**config.mk**
```make
export PLATFORM = sky130hd
export DESIGN_NAME = two_bit_and_stream
export DESIGN_NICKNAME = d
export VERILOG_FILES = /design/src/rtl/two_bit_and_stream_pkg.sv /design/src/rtl/two_bit_and.sv /design/src/rtl/two_bit_and_stream.sv
export VERILOG_INCLUDE_DIRS = /design/src /design/src/rtl
export SDC_FILE = /design/constraint.sdc
export NUM_CORES = 1
export LEC_CHECK = 0
export BUFFER_PORTS_ARGS = -buffer_cell sky130_fd_sc_hd__buf_2
export CAP_MARGIN = 0
export CORE_MARGIN = 1
export CORE_UTILIZATION = 35
export CTS_CLUSTER_DIAMETER = 50
export DETAILED_ROUTE_END_ITERATION = 12
export RECOVER_POWER = 50
export SKIP_CTS_REPAIR_TIMING = 1
export SLEW_MARGIN = 20
export SYNTH_ARGS = -nofsm -noshare
export SYNTH_HDL_FRONTEND = slang
export SYNTH_SLANG_ARGS = --single-unit
```
**constraint.sdc**
```tcl
create_clock -name clk -period 2 [get_ports clk]
set_input_delay 0.1 -clock clk [delete_from_list [all_inputs] [get_ports clk]]
set_output_delay 0.1 -clock clk [all_outputs]
set_load 0.01 [all_outputs]
```
**src/rtl/two_bit_and_defs.v**
```verilog
// rtl/two_bit_and_defs.v - shared operand width and hit pattern constants
`ifndef TWO_BIT_AND_DEFS_V
`define TWO_BIT_AND_DEFS_V
`define TBA_OP_W    2
`define TBA_HIT_PAT 2'b11
`endif

```
**src/rtl/two_bit_and_stream_pkg.sv**
```systemverilog
// rtl/two_bit_and_stream_pkg.sv - types and helpers for the buffered AND stream stage
package two_bit_and_stream_pkg;
`include "two_bit_and_defs.v"
   localparam int OP_W = `TBA_OP_W;
   localparam logic [OP_W-1:0] HIT_PAT = `TBA_HIT_PAT;

   typedef struct packed {
      logic [OP_W-1:0] a;
      logic [OP_W-1:0] b;
   } pair_t;

   function automatic logic is_hit(input logic [OP_W-1:0] v);
      return v == HIT_PAT;
   endfunction
endpackage

```
**src/rtl/two_bit_and.sv**
```systemverilog
// rtl/two_bit_and.sv - bitwise AND of two operands
module two_bit_and
   import two_bit_and_stream_pkg::*;
(
   input  logic [OP_W-1:0] i_a,
   input  logic [OP_W-1:0] i_b,
   output logic [OP_W-1:0] o_y
);
   assign o_y = i_a & i_b;
endmodule

```
**src/rtl/two_bit_and_stream.sv**
```systemverilog
// rtl/two_bit_and_stream.sv - FIFO-buffered AND stage with registered output and hit counter
module two_bit_and_stream
   import two_bit_and_stream_pkg::*;
#(
   parameter int DEPTH = 4,
   parameter int CNT_W = 8
) (
   input  logic             clk,
   input  logic             reset,
   input  logic             in_valid,
   output logic             in_ready,
   input  logic [OP_W-1:0]  a,
   input  logic [OP_W-1:0]  b,
   output logic             out_valid,
   input  logic             out_ready,
   output logic [OP_W-1:0]  o,
   input  logic             clr_count,
   output logic [CNT_W-1:0] hit_count
);
   localparam int PTR_W = $clog2(DEPTH);
   localparam logic [PTR_W:0] FULL_CNT = (PTR_W+1)'(DEPTH);

   pair_t            r_mem [DEPTH];
   logic [PTR_W-1:0] r_wr_ptr;
   logic [PTR_W-1:0] r_rd_ptr;
   logic [PTR_W:0]   r_count;
   logic             r_out_valid;
   logic [OP_W-1:0]  r_o;
   logic [CNT_W-1:0] r_hit_count;

   logic             w_push;
   logic             w_load;
   logic             w_deliver;
   pair_t            w_head;
   logic [OP_W-1:0]  w_and;

   // Ready depends only on occupancy, so a full FIFO never accepts even while popping.
   assign in_ready  = (r_count < FULL_CNT);
   assign w_push    = in_valid && in_ready;
   assign w_load    = (r_count != '0) && (!r_out_valid || out_ready);
   assign w_deliver = r_out_valid && out_ready;
   assign w_head    = r_mem[r_rd_ptr];

   two_bit_and u_and (
      .i_a (w_head.a),
      .i_b (w_head.b),
      .o_y (w_and)
   );

   always_ff @(posedge clk) begin
      if (w_push) r_mem[r_wr_ptr] <= '{a: a, b: b};
   end

   always_ff @(posedge clk or posedge reset) begin
      if (reset) begin
         r_wr_ptr    <= '0;
         r_rd_ptr    <= '0;
         r_count     <= '0;
         r_out_valid <= 1'b0;
         r_o         <= '0;
         r_hit_count <= '0;
      end else begin
         if (w_push) r_wr_ptr <= r_wr_ptr + PTR_W'(1);
         if (w_load) r_rd_ptr <= r_rd_ptr + PTR_W'(1);

         if (w_push && !w_load)      r_count <= r_count + (PTR_W+1)'(1);
         else if (!w_push && w_load) r_count <= r_count - (PTR_W+1)'(1);

         if (w_load) begin
            r_o         <= w_and;
            r_out_valid <= 1'b1;
         end else if (w_deliver) begin
            r_out_valid <= 1'b0;
         end

         if (clr_count)
            r_hit_count <= '0;
         else if (w_deliver && is_hit(r_o) && (r_hit_count != '1))
            r_hit_count <= r_hit_count + CNT_W'(1);
      end
   end

   assign out_valid = r_out_valid;
   assign o         = r_o;
   assign hit_count = r_hit_count;
endmodule

```
==> metrics.log <==
INFO  metric status = complete, no violations
INFO  metric synth-seq-cells = 34
INFO  metric clock_tree.root_cell = sky130_fd_sc_hd__clkbuf_8
INFO  metric ys_top_cells_by_area = sky130_fd_sc_hd__edfxtp_1, sky130_fd_sc_hd__dfrtp_1, sky130_fd_sc_hd__ha_1, sky130_fd_sc_hd__nand2_1, sky130_fd_sc_hd__xnor2_1
INFO  metric i_o_pins = 21
INFO  metric detail_route.iter0.violations = 41
INFO  metric slew_violations = 0
INFO  metric cellInternalPower = 1.55 mW
INFO  metric floorplan.die_area = 0.00459 sq mm
INFO  metric finalWorstPathRequiredPeriod = 1.85 ns
INFO  metric relative_contribution_of_sequential_cells_to_total_power = 45.5%
INFO  metric total_number_of_placement_rows = 23
INFO  metric worst-path-max-fanout = 2
INFO  metric max_slew_margin = 54.6%
INFO  metric buffer_ports.inserted = 20
INFO  metric hold_viol = 0
INFO  metric worst_setup_path_end_kind = flip-flop
INFO  metric signal_arrival_time_at_the_worst_endpoint = 2.06 ns
INFO  metric synth_top_family_by_area = simple AND/OR/NAND/NOR gates
INFO  metric filler_cell_count = 402
INFO  metric syn_to_layout_area_delta = 20.8%
INFO  metric setup_repair_after_global_routing_missed_its_margin = no
INFO  metric wire_length_of_the_first_global_routing_pass = 4540 microns
INFO  metric worst_path_required_time = 2.21 ns
INFO  metric overflow = 0
INFO  metric synth_seq_area_share = 61.5%
INFO  metric grt_usage = 13.7%
INFO  metric antenna_found_initial = 0
INFO  metric reg2reg_slack = 0.15 ns
INFO  metric synthArstFlopShare = 52.9%
INFO  metric number_of_global_route_vias_before_repair = 1003
INFO  metric drt-vias-per-instance = 4.91
INFO  metric syn-num-nets = 140
INFO  metric post-place-cells = 195
INFO  metric fraction_of_power_spent_switching_nets = 31.0%
INFO  metric die_h = 67.7 microns
INFO  metric max_slew.worst_pin.slew = 0.680 ns
INFO  metric synth_flop_cell = sky130_fd_sc_hd__dfrtp_1
INFO  metric synthSimpleGateAreaFrac = 16.5%
INFO  metric sequential_cell_area = 933 sq um
INFO  metric final_layout_size_suffix_gt1_share = 17.3%
INFO  metric switching_power = 0.696 mW
INFO  metric area_of_the_multi_input_gates = 561 sq um
INFO  metric place.gp.congestion = 0.739
INFO  metric pin_count_of_the_biggest_net_entering_global_routing = 19
INFO  metric drt-total-wl = 2620 microns
INFO  metric synthesis.area = 0.00151 sq mm
INFO  metric synth_fa_ha_area_share = 6.29%
INFO  metric worst_ir_drop_vdd = 507 uV
INFO  metric report.final.setup_viol = 0
INFO  metric cts_max_level = 2
INFO  metric synth.distinct_cells = 30
INFO  metric synth.avg_cell_area = 12.2 sq um
INFO  metric die_w = 67.7 microns
INFO  metric combPwrFrac = 26.4%
INFO  metric wl_per_cell = 12.7 microns
INFO  metric synth_top_cell_area_share = 31.8%
INFO  metric cts_num_sinks = 34
INFO  metric via_count = 1011
INFO  metric p_leak = 0.734 nW
INFO  metric floorplan.initialDensity = 37.0%
INFO  metric total_iterations_of_the_first_detailed_routing_run = 4
INFO  metric clockBufferDepth = 2
INFO  metric hold_path_class = in2reg
INFO  metric finalSetupTns = 0 ns
INFO  metric post-synth-top-count-cell = sky130_fd_sc_hd__dfrtp_1
INFO  metric dp_hpwl = 1930 microns
INFO  metric fin_cells = 206
INFO  metric drtAntennaViolNets = 0
INFO  metric cts-buffers-inserted = 5
INFO  metric final_net_count = 171
INFO  metric clk-insertion-delay-late = 0.29 ns
INFO  metric finalCritPeriodShare = 92.4%
INFO  metric path_class = reg2reg
INFO  metric synthMuxAreaShare = 2.07%
INFO  metric clockPowerShare = 28.1%
INFO  metric critical_path.startpoint_type = flip-flop
INFO  metric finalClockSkew = 0.00588 ns
INFO  metric synth_compound_area_share = 6.45%
INFO  metric antenna_cells = 0
INFO  metric synth-edff-count = 16
INFO  metric synthXorXnorAreaFrac = 4.63%
INFO  metric cap_violations = 0
INFO  metric p_per_area = 1230 mW/mm^2
INFO  metric synth.top_cells.by_count = sky130_fd_sc_hd__dfrtp_1, sky130_fd_sc_hd__edfxtp_1, sky130_fd_sc_hd__nand2_1
INFO  metric clock.fmax = 541 MHz
INFO  metric synthesis.instances = 124
INFO  metric ys.warnings.count = 0
INFO  metric netlist.top_cell.by_area = sky130_fd_sc_hd__edfxtp_1
INFO  metric tritoncts_clock_tree = built
INFO  metric drc = 0
INFO  metric core-area = 0.00409 sq mm
INFO  metric worst_setup_hold_path_clk_slew = 0.08 ns
-- state kept, by name, summed over array words and instances (netlist names) --
signal	cells
hit_count	8
o	2
out_valid	1
r_count	3
r_mem	16
r_rd_ptr	2
r_wr_ptr	2
-- power groups by stage --
stage	Sequential, mW	Clock (mW)	Combinational [mW]
global route	1.04	0.676	0.677
finish	1.02	0.631	0.592
global placement	1.02	0	0.520
CTS	1.02	0.654	0.560
floorplan	0.997	0	0.392
detailed placement	1.03	0	0.553
-- path summary, 6_finish.rpt --
check / to / cells past startpoint / from
min in group asynchronous: hit_count[4] / 3 / reset
max in group asynchronous: r_count[1] / 3 / reset
hold reg to reg: out_valid / 2 / r_count[0]
hold / removal: hit_count[5] / 2 / clr_count
setup reg to reg: r_count[2] / 9 / r_count[0]
setup / recovery: r_count[2] / 9 / r_count[0]
-- cells by family (layout without fill, tap and decap cells) --
| group | Yosys count | count (layout) |
|---|---|---|
| and+or+nand+nor | 48 | 48 |
| DFF | 34 | 34 |
| AOI/OAI and AO/OA | 14 | 14 |
| buffers and inverters | 10 | 42 |
| xor gates and xnor gates | 8 | 8 |
| adders and majority gates | 7 | 7 |
| muxes | 3 | 3 |
-- area by class of cell --
type | instances | share of cell area, %
Sequential cell | 34 | 51.1
Multi-Input combinational cell | 80 | 30.7
Timing Repair Buffer | 27 | 7.12
Clock buffer | 5 | 3.77
Tap cell | 50 | 3.42
Clock inverter | 3 | 2.47
Inverter | 7 | 1.44
-- routing by layer --
metal	routed length (microns)	up-vias	share of wire, %	GRT usage, %
met3	122	4	4.7	4.39
met2	1320	18	50	22.4
met4	40	0	1.5	6.65
met1	1140	493	43	16.1
met5	0	-	0	0
li1	-	496	-	-
-- cell usage in the layout, fill, tap and decap left out, types with 5 or more instances in the layout --
| cell type | instances |
|---|---|
| sky130_fd_sc_hd__nand2_1 | 16 |
| sky130_fd_sc_hd__dfrtp_1 | 16 |
| sky130_fd_sc_hd__clkbuf_1 | 16 |
| sky130_fd_sc_hd__edfxtp_1 | 16 |
| sky130_fd_sc_hd__nand3_1 | 7 |
| sky130_fd_sc_hd__inv_1 | 7 |
| sky130_fd_sc_hd__nor2_1 | 6 |
| sky130_fd_sc_hd__buf_2 | 6 |
| sky130_fd_sc_hd__o211ai_1 | 5 |
| sky130_fd_sc_hd__xnor2_1 | 5 |
| sky130_fd_sc_hd__ha_1 | 5 |
| sky130_fd_sc_hd__clkbuf_8 | 5 |
-- per-stage QoR --
stage	power (mW)	util, %	hold WS [ns]	setup slack, ns	area [sq um]
after floorplan	1.39	-	0.0386	0.139	1510
after CTS	2.23	44.2	-0.0722	0.0175	1810
final	2.24	44.7	0.0859	0.152	1830
after global routing	2.40	44.7	0.0953	0.0180	1830
after global placement	1.54	41.5	0.235	0.174	1690
after detailed placement	1.58	41.5	0.245	0.0691	1690
-- critical path, stage by stage (launching register included) --
cell and delay [ns]:
sky130_fd_sc_hd__dfrtp_2 0.42, sky130_fd_sc_hd__nor3_4 0.18, sky130_fd_sc_hd__a21oi_1 0.07, sky130_fd_sc_hd__inv_1 0.08, sky130_fd_sc_hd__ha_2 0.19, sky130_fd_sc_hd__inv_1 0.06
sky130_fd_sc_hd__fa_2 0.33, sky130_fd_sc_hd__xor2_1 0.15, sky130_fd_sc_hd__nor2_1 0.16, sky130_fd_sc_hd__xnor2_1 0.13
Note: power is estimated with default switching activity, not from simulation.
